<file path="config.mk">
export PLATFORM = sky130hd
export DESIGN_NAME = rs_dispatch_arbiter
export DESIGN_NICKNAME = d
export VERILOG_FILES = /design/src/rtl/rs_dispatch_arbiter_pkg.sv /design/src/rtl/rs_dispatch_arbiter_fifo.sv /design/src/rtl/rs_dispatch_arbiter.sv
export SDC_FILE = /design/constraint.sdc
export NUM_CORES = 1
export LEC_CHECK = 0
export CORE_ASPECT_RATIO = 1.5
export CORE_UTILIZATION = 42
export CTS_CLUSTER_SIZE = 8
export DETAILED_ROUTE_END_ITERATION = 10
export PLACE_DENSITY_LB_ADDON = 0.25
export SYNTH_ARGS = -nofsm -noshare
export SYNTH_HDL_FRONTEND = slang
export SYNTH_SLANG_ARGS = --single-unit
</file>
<file path="constraint.sdc">
create_clock -name clk -period 10.5 [get_ports clk]
set_clock_uncertainty 0.15 [all_clocks]
set_input_delay 1.05 -clock clk [delete_from_list [all_inputs] [get_ports clk]]
set_output_delay 1.05 -clock clk [all_outputs]
set_load 0.02 [all_outputs]
</file>
<file path="src/rtl/rs_dispatch_arbiter_pkg.sv">
// Shared dispatch-stage types: control word, buffered bundle, station ids, and
// the steering and CDB wakeup helpers used by the dispatch FIFO and arbiter.
package rs_dispatch_arbiter_pkg;

   localparam int REG_VAL_WIDTH          = 32;
   localparam int PHYSICAL_REG_NUM_WIDTH = 6;

   typedef struct packed {
      logic       mem_read;
      logic       mem_write;
      logic       reg_write;
      logic       is_branch;
      logic [3:0] alu_op;
   } control_t;

   typedef struct packed {
      control_t                          control;
      logic [REG_VAL_WIDTH-1:0]          src1_val;
      logic [REG_VAL_WIDTH-1:0]          src2_val;
      logic [REG_VAL_WIDTH-1:0]          imm;
      logic [PHYSICAL_REG_NUM_WIDTH-1:0] src1_addr;
      logic [PHYSICAL_REG_NUM_WIDTH-1:0] src2_addr;
      logic [PHYSICAL_REG_NUM_WIDTH-1:0] dst_addr;
      logic                              src1_rdy;
      logic                              src2_rdy;
   } dispatch_bundle_t;

   typedef enum logic [0:0] {
      RS_ALU = 1'b0,
      RS_MEM = 1'b1
   } rs_id_t;

   function automatic rs_id_t dispatch_target(input control_t ctrl);
      rs_id_t tgt;
      tgt = (ctrl.mem_read || ctrl.mem_write) ? RS_MEM : RS_ALU;
      return tgt;
   endfunction

   // A waiting operand whose tag matches the broadcast takes the value and becomes ready.
   function automatic dispatch_bundle_t cdb_wakeup(
      input dispatch_bundle_t                  b,
      input logic                              en,
      input logic [PHYSICAL_REG_NUM_WIDTH-1:0] tag,
      input logic [REG_VAL_WIDTH-1:0]          val
   );
      dispatch_bundle_t r;
      r = b;
      if (en && !b.src1_rdy && (b.src1_addr == tag)) begin
         r.src1_val = val;
         r.src1_rdy = 1'b1;
      end
      if (en && !b.src2_rdy && (b.src2_addr == tag)) begin
         r.src2_val = val;
         r.src2_rdy = 1'b1;
      end
      return r;
   endfunction

endpackage

</file>
<file path="src/rtl/rs_dispatch_arbiter_fifo.sv">
// Power-of-two circular FIFO of dispatch bundles with flush and an in-place
// operand wakeup port applied to every stored entry each cycle.
module dispatch_fifo
   import rs_dispatch_arbiter_pkg::*;
#(
   parameter int DEPTH = 2,
   parameter int CNT_W = $clog2(DEPTH) + 1
) (
   input  logic                              clk,
   input  logic                              rst_n,
   input  logic                              flush,
   input  logic                              push,
   input  dispatch_bundle_t                  push_data,
   input  logic                              pop,
   input  logic                              wake_en,
   input  logic [PHYSICAL_REG_NUM_WIDTH-1:0] wake_tag,
   input  logic [REG_VAL_WIDTH-1:0]          wake_val,
   output dispatch_bundle_t                  head,
   output logic [CNT_W-1:0]                  count,
   output logic                              full,
   output logic                              empty
);

   localparam int PTR_W = (DEPTH > 1) ? $clog2(DEPTH) : 1;

   logic [PTR_W-1:0] wr_ptr_q, wr_ptr_d;
   logic [PTR_W-1:0] rd_ptr_q, rd_ptr_d;
   logic [CNT_W-1:0] count_q, count_d;

   dispatch_bundle_t mem_q [DEPTH];
   dispatch_bundle_t mem_d [DEPTH];

   always_comb begin
      wr_ptr_d = wr_ptr_q;
      rd_ptr_d = rd_ptr_q;
      count_d  = count_q;
      if (flush) begin
         wr_ptr_d = '0;
         rd_ptr_d = '0;
         count_d  = '0;
      end else begin
         if (push) wr_ptr_d = wr_ptr_q + PTR_W'(1);
         if (pop)  rd_ptr_d = rd_ptr_q + PTR_W'(1);
         case ({push, pop})
            2'b10:   count_d = count_q + CNT_W'(1);
            2'b01:   count_d = count_q - CNT_W'(1);
            default: count_d = count_q;
         endcase
      end
   end

   always_ff @(posedge clk or negedge rst_n) begin
      if (!rst_n) begin
         wr_ptr_q <= '0;
         rd_ptr_q <= '0;
         count_q  <= '0;
      end else begin
         wr_ptr_q <= wr_ptr_d;
         rd_ptr_q <= rd_ptr_d;
         count_q  <= count_d;
      end
   end

   // Stale slots are don't-care, so wakeup is applied to every slot without a valid mask.
   always_comb begin
      for (int i = 0; i < DEPTH; i++) begin
         mem_d[i] = cdb_wakeup(mem_q[i], wake_en, wake_tag, wake_val);
      end
      if (push && !flush) begin
         mem_d[wr_ptr_q] = push_data;
      end
   end

   always_ff @(posedge clk) begin
      for (int i = 0; i < DEPTH; i++) begin
         mem_q[i] <= mem_d[i];
      end
   end

   assign head  = mem_q[rd_ptr_q];
   assign count = count_q;
   assign full  = (count_q == CNT_W'(DEPTH));
   assign empty = (count_q == '0);

endmodule

</file>
<file path="src/rtl/rs_dispatch_arbiter.sv">
// In-order dispatch arbiter: buffers renamed bundles and steers the head to the
// ALU or MEM station when it has room. DISPATCH_CDB_BYPASS_EN enables CDB wakeup.
module rs_dispatch_arbiter
   import rs_dispatch_arbiter_pkg::*;
#(
   parameter int NUM_RS    = 2,
   parameter int BUF_DEPTH = 2
) (
   input  logic                              clk,
   input  logic                              rst_n,
   input  logic                              flush,
   input  logic                              in_valid,
   output logic                              in_ready,
   input  control_t                          in_control,
   input  logic [REG_VAL_WIDTH-1:0]          in_src1_val,
   input  logic [REG_VAL_WIDTH-1:0]          in_src2_val,
   input  logic [REG_VAL_WIDTH-1:0]          in_imm,
   input  logic [PHYSICAL_REG_NUM_WIDTH-1:0] in_src1_addr,
   input  logic [PHYSICAL_REG_NUM_WIDTH-1:0] in_src2_addr,
   input  logic [PHYSICAL_REG_NUM_WIDTH-1:0] in_dst_addr,
   input  logic                              in_src1_rdy,
   input  logic                              in_src2_rdy,
   input  logic [NUM_RS-1:0]                 rs_full,
   output logic [NUM_RS-1:0]                 out_valid,
   output control_t                          out_control,
   output logic [REG_VAL_WIDTH-1:0]          out_src1_val,
   output logic [REG_VAL_WIDTH-1:0]          out_src2_val,
   output logic [REG_VAL_WIDTH-1:0]          out_imm,
   output logic [PHYSICAL_REG_NUM_WIDTH-1:0] out_src1_addr,
   output logic [PHYSICAL_REG_NUM_WIDTH-1:0] out_src2_addr,
   output logic [PHYSICAL_REG_NUM_WIDTH-1:0] out_dst_addr,
   output logic                              out_src1_rdy,
   output logic                              out_src2_rdy,
   input  logic                              cdb_valid,
   input  logic [PHYSICAL_REG_NUM_WIDTH-1:0] cdb_tag,
   input  logic [REG_VAL_WIDTH-1:0]          cdb_val
);

   localparam int CNT_W = $clog2(BUF_DEPTH) + 1;

   logic             wake_en;
   logic             push;
   logic             pop;
   logic             fifo_full;
   logic             fifo_empty;
   logic [CNT_W-1:0] fifo_count;
   rs_id_t           target;
   dispatch_bundle_t push_raw;
   dispatch_bundle_t push_bundle;
   dispatch_bundle_t fifo_head;
   dispatch_bundle_t head_byp;

`ifdef DISPATCH_CDB_BYPASS_EN
   assign wake_en = cdb_valid;
`else
   // Stations own all wakeup in this build; the CDB inputs are left unused.
   logic unused_cdb_valid;
   assign wake_en          = 1'b0;
   assign unused_cdb_valid = cdb_valid;
`endif

   always_comb begin
      push_raw           = '0;
      push_raw.control   = in_control;
      push_raw.src1_val  = in_src1_val;
      push_raw.src2_val  = in_src2_val;
      push_raw.imm       = in_imm;
      push_raw.src1_addr = in_src1_addr;
      push_raw.src2_addr = in_src2_addr;
      push_raw.dst_addr  = in_dst_addr;
      push_raw.src1_rdy  = in_src1_rdy;
      push_raw.src2_rdy  = in_src2_rdy;
      push_bundle        = cdb_wakeup(push_raw, wake_en, cdb_tag, cdb_val);
   end

   // in_ready comes from registered occupancy only, so a full FIFO never takes a same-cycle push.
   assign in_ready = !fifo_full;
   assign push     = in_valid && in_ready && !flush;

   assign target   = dispatch_target(fifo_head.control);
   assign pop      = !fifo_empty && !flush && !rs_full[target];
   assign head_byp = cdb_wakeup(fifo_head, wake_en, cdb_tag, cdb_val);

   always_comb begin
      out_valid = '0;
      for (int i = 0; i < NUM_RS; i++) begin
         out_valid[i] = pop && (i == int'(target));
      end
   end

   assign out_control   = head_byp.control;
   assign out_src1_val  = head_byp.src1_val;
   assign out_src2_val  = head_byp.src2_val;
   assign out_imm       = head_byp.imm;
   assign out_src1_addr = head_byp.src1_addr;
   assign out_src2_addr = head_byp.src2_addr;
   assign out_dst_addr  = head_byp.dst_addr;
   assign out_src1_rdy  = head_byp.src1_rdy;
   assign out_src2_rdy  = head_byp.src2_rdy;

   dispatch_fifo #(
      .DEPTH (BUF_DEPTH),
      .CNT_W (CNT_W)
   ) u_fifo (
      .clk       (clk),
      .rst_n     (rst_n),
      .flush     (flush),
      .push      (push),
      .push_data (push_bundle),
      .pop       (pop),
      .wake_en   (wake_en),
      .wake_tag  (cdb_tag),
      .wake_val  (cdb_val),
      .head      (fifo_head),
      .count     (fifo_count),
      .full      (fifo_full),
      .empty     (fifo_empty)
   );

   always_ff @(posedge clk) begin
      if (rst_n) begin
         assert (int'(fifo_count) <= BUF_DEPTH);
         assert (fifo_full == (int'(fifo_count) == BUF_DEPTH));
      end
   end

endmodule
</file>
==> flow_summary.toml, run 1 <==
[hold_path]
holdCritStartpoint = "u_fifo.count[1]"
hold-path-cell-count = 2
holdPathEnd = "u_fifo.count[1]"
hold_class = "flip-flop to flip-flop"

[timing]
setup_slack_ns = 5.39
clock.fmax_mhz = 196
slew_violations = 0
tns_ns = 0
slew_headroom_pct = 22.9
fin_crit_sh_pct = 48.7
finalSetupViolations = 0
rsz0062_at_grt = "false"
fin_crit_ns = 5.11
tightest_slew_ns = 1.16
hold_violations = 0

[floorplan]
die-height_um = 183
die_area_mm2 = 0.0225
die_width_um = 123
start_util_pct = 42.7
fp.coreArea_mm2 = 0.0216
rows = 66
ios = 296

[clock_network]
cts_made_buffers = 37
cts_sinks = 252
clockBufferDepth = 3
cts_setup_buffers = 0
cts-root-buf = "clkbuf_16"
clkTransAtPathRegs_ns = 0.05
htreeDepth = 2
cts_tree = "built"
cts_hold_buf = 0
ctsResizeCount = 0
insertion_delay_ns = 0.48

[pwr]
p_leak_nw = 4.38
ir_worst_vdd_mv = 0.169
cellPowerDensity_mw_per_mm2 = 195

[global_route]
grt_pass1_vias = 5433
grt_overflow = 0
track_usage_pct = 17.0
antenna_found_initial = 1
grt_max_degree = 87
grt_pass1_wl_mm = 28.4

[worst_setup_path]
startpoint_type = "flip-flop"
critPathArrivalTime_ns = 3.91
slowest_delay_ns = 0.93
rr_worst_depth = 5
r2r-start = "u_fifo.rd_ptr_q"
rr_endpoint = "u_fifo.rd_ptr_q"
end_kind = "output pin"
required_ns = 9.30
crit_path_top_delay_cell = "buf_4"
r2r_setup_slack_ns = 7.13
crit_chain = "buf_4 -> nor3b_1 -> nor2_1 -> nor4_1 -> clkdlybuf4s50_1"
crit_fanout = 86
worstSetupPathType = "flip-flop to output pin"

[run]
cap_violations = 0

[cells_and_area]
nFillCells = 1593
area_delta_synth_final_pct = 42.8
multi_input_area_mm2 = 0.00160
utilization_pct = 61.0
regArea_mm2 = 0.00755
instances_no_fill = 986
finalNetCount = 874
drive_above_1_share_pct = 22.9

[synth]
synth_cell_types = 26
synth_nets = 589
synth_seq_area_share_pct = 82.0
yosys_register_bits = 252
synth_area_per_cell_um2 = 21.9
yosys-top-cells-area = "edfxtp_1 81%, mux2_2 14%, mux2_1 1.6%, dfrtp_1 1.1%, clkbuf_1 0.33%"
synth_warnings = 0
synth_top_family_by_area = "multiplexers"
synth.area.mux_share_pct = 15.3
synthXorXnorAreaFrac_pct = 0.0952
synthSimpleGateAreaFrac_pct = 1.24
synthAdderAreaFrac_pct = 0
synth_compound_area_share_pct = 0.544
yosysTopAreaCell = "edfxtp_1"
ys_dominant_reg_cell = "edfxtp_1"
synthCells = 420
synth_top_area_share_pct = 80.9
synth_area_mm2 = 0.00920
ys_async_sr_fraction_pct = 1.59
synth-edff-count = 248

[routing]
vias = 4900
postRouteAntennaNets = 0
avgViaCountPerCell = 4.97
wl_per_cell_um = 19.4
first_iter_violations = 232
firstDrtPassIters = 4
drc_errors = 0
wl_mm = 19.2

[placement]
dp_cells = 938
dp_hpwl_mm = 12.3
gp_congestion = 0.717
port_buffers = 256
place_ws_ns = 5.91

[status]
outcome = "completed"
==> stage by stage <==
step           power [mW]  hold WS [ns]  area (um2)
2_1_floorplan        1.35         0.386        9210
3_3_place_gp         1.51         0.419       12100
3_5_place_dp         1.52         0.429       12100
4_1_cts              2.59         0.440       13100
5_1_grt              2.65         0.472       13100
6_report             2.56         0.449       13100
==> cells in the mapped netlist (2+ instances only) <==
| library cell | count |
|---|---|
| nor2b_1 | 2 |
| mux2_2 | 112 |
| nor3b_1 | 2 |
| buf_2 | 5 |
| inv_1 | 2 |
| mux2_1 | 13 |
| nand2_1 | 2 |
| nor2_1 | 4 |
| o21ai_1 | 2 |
| dfrtp_1 | 4 |
| nand3b_1 | 3 |
| clkbuf_1 | 8 |
| edfxtp_1 | 248 |
==> kinds of logic after synthesis <==
family                    Yosys count
DFF                               252
xor gates and xnor gates            1
AOI/OAI and AO/OA                   7
and+or+nand+nor                    18
buffers and inverters              17
muxes                             125
==> critical path: cells and delay by family, from the launching register on <==
family	cells	cell delay [ns]
buffers and inverters	2	1.58
and+or+nand+nor	3	0.91
DFF	1	0.79
==> cells in the final DEF (no fill, tap or decap), drive strengths merged <==
cell           count
buf                5
a31oi              1
nor3b              2
edfxtp           248
clkdlybuf4s50    256
inv                3
clkbuf            45
or3b               1
nand3b             3
o21ai              2
diode              1
nor4b              1
nand2              2
bufinv             1
nor2b              2
mux2             125
nor2               4
xor2               1
nor4               1
nor3               2
a221o              1
dfrtp              4
o211ai             1
a21boi             1
a211o              1
==> power by group <==
group	total, mW	internal (mW)	switching (mW)
Clock	1.06	0.680	0.376
Combinational	0.328	0.175	0.154
Sequential	1.17	1.16	0.0168
Total	2.56	2.01	0.546
==> per-layer routing <==
| layer | wire, um | part of all wire [%] | vias to the layer above | GRT usage (%) |
|---|---|---|---|---|
| met3 | 1330 | 6.9 | 51 | 5.57 |
| li1 | - | - | 2244 | - |
| met4 | 853 | 4.4 | 0 | 9.17 |
| met1 | 6270 | 33 | 2415 | 16.3 |
| met5 | 0 | 0 | - | 0 |
| met2 | 10700 | 56 | 190 | 31.2 |
==> registers in the layout (all words and copies together), names as in the netlist <==
signal / flops
u_fifo.wr_ptr_q: 1
u_fifo.rd_ptr_q: 1
u_fifo.mem_q: 248
u_fifo.count: 2
==> area by class of cell <==
class	count	share of cell area, %
sequential	252	57.5
timing repair buffer	261	19.8
multi-input combinational	151	12.2
clock buffer	45	7.60
tap	272	2.59
clock inverter	2	0.295
inverter	2	0.0571
antenna	1	0.0190
==> worst max path at each step <==
stage               startpoint                  to  cells past startpoint
2_1_floorplan            flush  u_fifo.mem_q[0][0]                      2
3_3_place_gp   u_fifo.rd_ptr_q        out_valid[0]                      5
3_5_place_dp   u_fifo.rd_ptr_q        out_valid[0]                      5
4_1_cts        u_fifo.rd_ptr_q        out_valid[0]                      5
5_1_grt        u_fifo.rd_ptr_q        out_valid[0]                      5
6_report       u_fifo.rd_ptr_q        out_valid[0]                      5
No activity file was read; power rests on OpenSTA's default activity.
==> run 2, diff against run 1 <==
==> constraint.sdc (replaced) <==
create_clock -name clk -period 4.5 [get_ports clk]
set_clock_uncertainty 0.15 [all_clocks]
set_input_delay 0.45 -clock clk [delete_from_list [all_inputs] [get_ports clk]]
set_output_delay 0.45 -clock clk [all_outputs]
set_load 0.02 [all_outputs]
==> run 2 against run 1 <==
  * Critical path type unchanged
  * The flow now finishes with violations (DRC)
  * Clock power up 130%
  * Sequential power grew 130%
  * Worst setup slack worse by 4.3 ns
  * Critical path depth decreased by 2
  * Count of clock-buffer cells in the layout stayed put
==> flow_summary.toml, run 2 (synthesis results as in run 1) <==
[clock_network]
cts_sinks = 252
cts_hold_buf = 0
cts_setup_buffers = 0
cts_tree = "built"
clockBufferDepth = 3
htreeDepth = 2
insertion_delay_ns = 0.48
cts-root-buf = "clkbuf_16"
cts_made_buffers = 37
clkTransAtPathRegs_ns = 0.05
ctsResizeCount = 0

[cells_and_area]
instances_no_fill = 989
final_cell_mix = "256 x clkdlybuf4s50_1, 248 x edfxtp_1, 112 x mux2_2"
utilization_pct = 61.1
final_common_cell = "clkdlybuf4s50_1"
finalNetCount = 876
regMostFlops = "u_fifo.mem_q"
largest_register_ffs = 248
drive_above_1_share_pct = 23.4
area_delta_synth_final_pct = 43.1

[timing]
slew_headroom_pct = 41.3
finalSetupViolations = 0
fin_crit_ns = 3.43
rsz0062_at_grt = "false"
clock.fmax_mhz = 291
whs_ns = 0.0343
slew_violations = 0
tightest_slew_ns = 0.881
tns_ns = 0
hold_violations = 0
fin_crit_sh_pct = 76.3

[global_route]
antenna_found_initial = 3
grt_overflow = 0
track_usage_pct = 17.2
grt_pass1_vias = 5426
grt_pass1_wl_mm = 28.8
grt_max_degree = 64

[status]
violations = "DRC"
outcome = "finished with violations"

[pwr]
p_clk_share_pct = 41.4
p_total_mw = 5.99
p_leak_nw = 4.40
switching_power_mw = 1.29
comb_power_share_pct = 12.8
seq_power_share_pct = 45.7
cellPowerDensity_mw_per_mm2 = 455
intPower_mw = 4.70
switching_share_pct = 21.6
ir_worst_vdd_mv = 0.329

[worst_setup_path]
startpoint_type = "flip-flop"
slowest_delay_ns = 0.75
cp_top_family = "buffers and inverters"
critPathArrivalTime_ns = 2.83
crit_buf_inv = 2
crit_chain = "buf_4 -> mux2_2 -> clkdlybuf4s50_1"
worstSetupPathType = "flip-flop to output pin"
crit_path_top_delay_cell = "dfrtp_4"
end_kind = "output pin"
required_ns = 3.90
crit_fanout = 39

[floorplan]
die-height_um = 183
fp.coreArea_mm2 = 0.0216
rows = 66
die_width_um = 123
ios = 296
die_area_mm2 = 0.0225
start_util_pct = 42.7

[placement]
dp_cells = 940
dp_hpwl_mm = 12.6
gp_congestion = 0.710
port_buffers = 256

[hold_path]
hold_class = "primary input to asynchronous set/reset pin"

[routing]
drc_errors = 2
wl_per_cell_um = 19.8
first_iter_violations = 266
vias = 4916
wl_mm = 19.5
firstDrtPassIters = 9
postRouteAntennaNets = 0
avgViaCountPerCell = 4.97

[run]
cap_violations = 0
-- run 2: cell count changes in the layout (fill, tap and decap cells not counted), sizes merged --
| cell | previous run | this run |
|---|---|---|
| buf | 5 | 7 |
| diode | 1 | 2 |
-- run 2: layer usage --
layer | wire [um] | vias up | global-route usage (%) | part of all wire [%]
met2 | 10700 | 201 | 30.6 | 55
met1 | 6600 | 2406 | 17.4 | 34
met3 | 1370 | 60 | 5.19 | 7.0
met4 | 893 | 2 | 10.2 | 4.6
met5 | 12 | - | 0 | 0.061
li1 | - | 2247 | - | -
-- run 2: stage by stage --
step	setup slack (ns)	instance area [um2]
floorplan	0.0143	9230
global placement	1.56	12100
detailed placement	1.53	12100
CTS	1.01	13200
global route	0.891	13200
finish	1.07	13200
-- run 2: power groups by stage --
stage               clock, mW  sequential (mW)  combinational [mW]
floorplan                   0             2.76               0.386
global placement            0             2.77               0.759
detailed placement          0             2.78               0.775
CTS                      2.55             2.74               0.780
global route             2.64             2.74               0.811
finish                   2.48             2.74               0.769
-- run 2: area by class of cell --
| type | count | area, um2 |
|---|---|---|
| Clock buffer | 45 | 998 |
| Multi-Input combinational cell | 151 | 1610 |
| Clock inverter | 2 | 38.8 |
| Fill cell | 1565 | 8390 |
| Antenna cell | 2 | 5.00 |
| Timing Repair Buffer | 263 | 2620 |
| Tap cell | 272 | 340 |
| Inverter | 2 | 7.51 |
| Sequential cell | 252 | 7550 |
-- run 2: worst paths after layout --
| check | to | cells past startpoint | slack (ns) | startpoint |
|---|---|---|---|---|
| setup / recovery | out_control[3] | 3 | 1.07 | u_fifo.rd_ptr_q |
| setup reg to reg | u_fifo.mem_q[1][24] | 5 | 2.27 | u_fifo.count[1] |
| hold / removal | u_fifo.wr_ptr_q | 1 | 0.03 | rst_n |
| hold reg to reg | u_fifo.count[1] | 2 | 0.44 | u_fifo.count[1] |
| max in group asynchronous | u_fifo.rd_ptr_q | 1 | 3.95 | rst_n |
| min in group clk | u_fifo.mem_q[0][66] | 1 | 0.38 | in_src2_val[14] |
-- run 2: worst reg2reg max path, cell delays in order, from the launching register on --
cell and delay [ns]:
dfrtp_1 0.39, nor2b_1 0.16, inv_2 0.10, nand2_4 0.08
nor3b_4 0.21, buf_4 0.70
==> run 3, diff against run 2 <==
==> constraint.sdc (replaced) <==
create_clock -name clk -period 2.81 [get_ports clk]
set_clock_uncertainty 0.15 [all_clocks]
set_input_delay 0.281 -clock clk [delete_from_list [all_inputs] [get_ports clk]]
set_output_delay 0.281 -clock clk [all_outputs]
set_load 0.02 [all_outputs]
==> run 3 against run 2 <==
  * The flow still finishes with violations (DRC)
  * Critical path depth did not move
  * Highest routed layer is now met4
  * Critical endpoint is now out_src1_addr[4]
  * Cell area rose by 0.93%
  * Clock power rose by 58%
  * Global-route usage fell by 0.71 points
  * Worst hold slack improved by 0.19 ns
  * Routed wire length fell by 4.2%
  * Non-clock buffer count rose by 3
==> flow_summary.toml, run 3 (synthesis results as in run 1) <==
[worst_setup_path]
crit_chain = "buf_16 -> mux2_2 -> clkdlybuf4s50_1"
cp_num_cells = 3
end_kind = "output pin"
worstSetupPathType = "flip-flop to output pin"
cp_top_family = "buffers and inverters"
required_ns = 2.38
critPathArrivalTime_ns = 2.28
crit_path_top_delay_cell = "clkdlybuf4s50_1"
slowest_delay_ns = 0.58
startpoint_type = "flip-flop"
crit_buf_inv = 2
rr_worst_depth = 5
crit_fanout = 59

[clock_network]
cts_sinks = 252
cts_tree = "built"
cts_made_buffers = 37
insertion_delay_ns = 0.49
clkTransAtPathRegs_ns = 0.05
htreeDepth = 2
clockBufferDepth = 3
cts-root-buf = "clkbuf_16"

[routing]
vias = 4891
avgViaCountPerCell = 4.94
firstDrtPassIters = 8
drc_errors = 4
wl_mm = 18.7
wl_per_cell_um = 18.9
first_iter_violations = 252
postRouteAntennaNets = 0

[hold_path]
hold-path-cell-count = 1
hold_class = "primary input to flip-flop"

[floorplan]
die-height_um = 183
die_width_um = 123
rows = 66
die_area_mm2 = 0.0225
start_util_pct = 42.7
ios = 296
fp.coreArea_mm2 = 0.0216

[pwr]
cellPowerDensity_mw_per_mm2 = 720
p_total_mw = 9.57
ir_worst_vdd_mv = 0.514
p_leak_nw = 4.47

[cells_and_area]
drive_above_1_share_pct = 23.8
multi_input_area_mm2 = 0.00162
final_common_cell = "clkdlybuf4s50_1"
area_delta_synth_final_pct = 44.4
antennaDiodeCount = 0
regMostFlops = "u_fifo.mem_q"
finalNetCount = 879
regArea_mm2 = 0.00755
final_cell_mix = "254 x clkdlybuf4s50_1, 248 x edfxtp_1, 112 x mux2_2"
largest_register_ffs = 248
nFillCells = 1559

[timing]
finalSetupViolations = 0
clock.fmax_mhz = 370
fin_crit_ns = 2.71
hold_violations = 0
slew_violations = 0
tightest_slew_ns = 0.401
whs_ns = 0.220
slew_headroom_pct = 73.3
rsz0062_at_grt = "false"
fin_crit_sh_pct = 96.3

[placement]
gp_congestion = 0.717
dp_hpwl_mm = 12.1
port_buffers = 256

[run]
cap_violations = 0

[global_route]
grt_max_degree = 67
grt_pass1_vias = 5388
grt_pass1_wl_mm = 27.9
track_usage_pct = 16.5
grt_overflow = 0
antenna_found_initial = 0

[status]
violations = "DRC"
outcome = "finished with violations"
==> run 3: report_power, final <==
part           internal, mW  switching, mW
Sequential             4.32         0.0427
Clock                  2.54           1.39
Combinational         0.679          0.596
==> run 3: worst paths after layout <==
check / slack, ns / startpoint / endpoint
max: 0.10 / u_fifo.rd_ptr_q / out_src1_addr[4]
min: 0.22 / in_src1_val[2] / u_fifo.mem_q[0][86]
max reg2reg: 0.87 / u_fifo.count[1] / u_fifo.mem_q[1][54]
min reg2reg: 0.46 / u_fifo.count[1] / u_fifo.count[1]
max in group asynchronous: 1.91 / rst_n / u_fifo.rd_ptr_q
min in group asynchronous: 0.40 / rst_n / u_fifo.count[0]
==> run 3: cell type report <==
type / instances / share of cell area (%)
Multi-Input combinational cell: 151 / 12.2
Clock buffer: 45 / 7.51
Sequential cell: 252 / 56.8
Timing Repair Buffer: 266 / 20.5
Tap cell: 272 / 2.56
Clock inverter: 2 / 0.292
Inverter: 2 / 0.0753
==> run 3: repair_timing <==
action / 4_1_cts / 5_1_grt
pin swaps: 0 / 0
setup endpoints to repair: 109 / 2
gates resized for setup: 2 / 2
hold buffers: 1 / 0
buffers inserted: 2 / 0
hold endpoints to repair: 4 / 0
==> run 3: per-stage QoR <==
step | area (um2) | util, % | setup slack [ns] | TNS [ns] | instances
2_1_floorplan | 9240 | - | -1.61 | -373.45 | 420
3_3_place_gp | 12200 | 56.6 | 0.335 | 0 | 940
3_5_place_dp | 12200 | 56.6 | 0.351 | 0 | 940
4_1_cts | 13300 | 61.6 | 0.0392 | 0 | 990
5_1_grt | 13300 | 61.7 | 0.0328 | 0 | 990
6_report | 13300 | 61.7 | 0.104 | 0 | 990
==> run 3: per-layer routing <==
| metal | vias to the layer above | global-route usage, % | wire length, um |
|---|---|---|---|
| met5 | - | 0 | 0 |
| li1 | 2242 | - | - |
| met2 | 181 | 30.7 | 10500 |
| met4 | 0 | 7.76 | 651 |
| met3 | 45 | 4.70 | 1240 |
| met1 | 2423 | 16.4 | 6330 |
==> run 3: worst register-to-register path: cells and delay by family, from the launching register on <==
kind	cells	cell delay [ns]
DFF	1	0.41
buffers and inverters	2	0.44
and+or+nand+nor	3	0.53
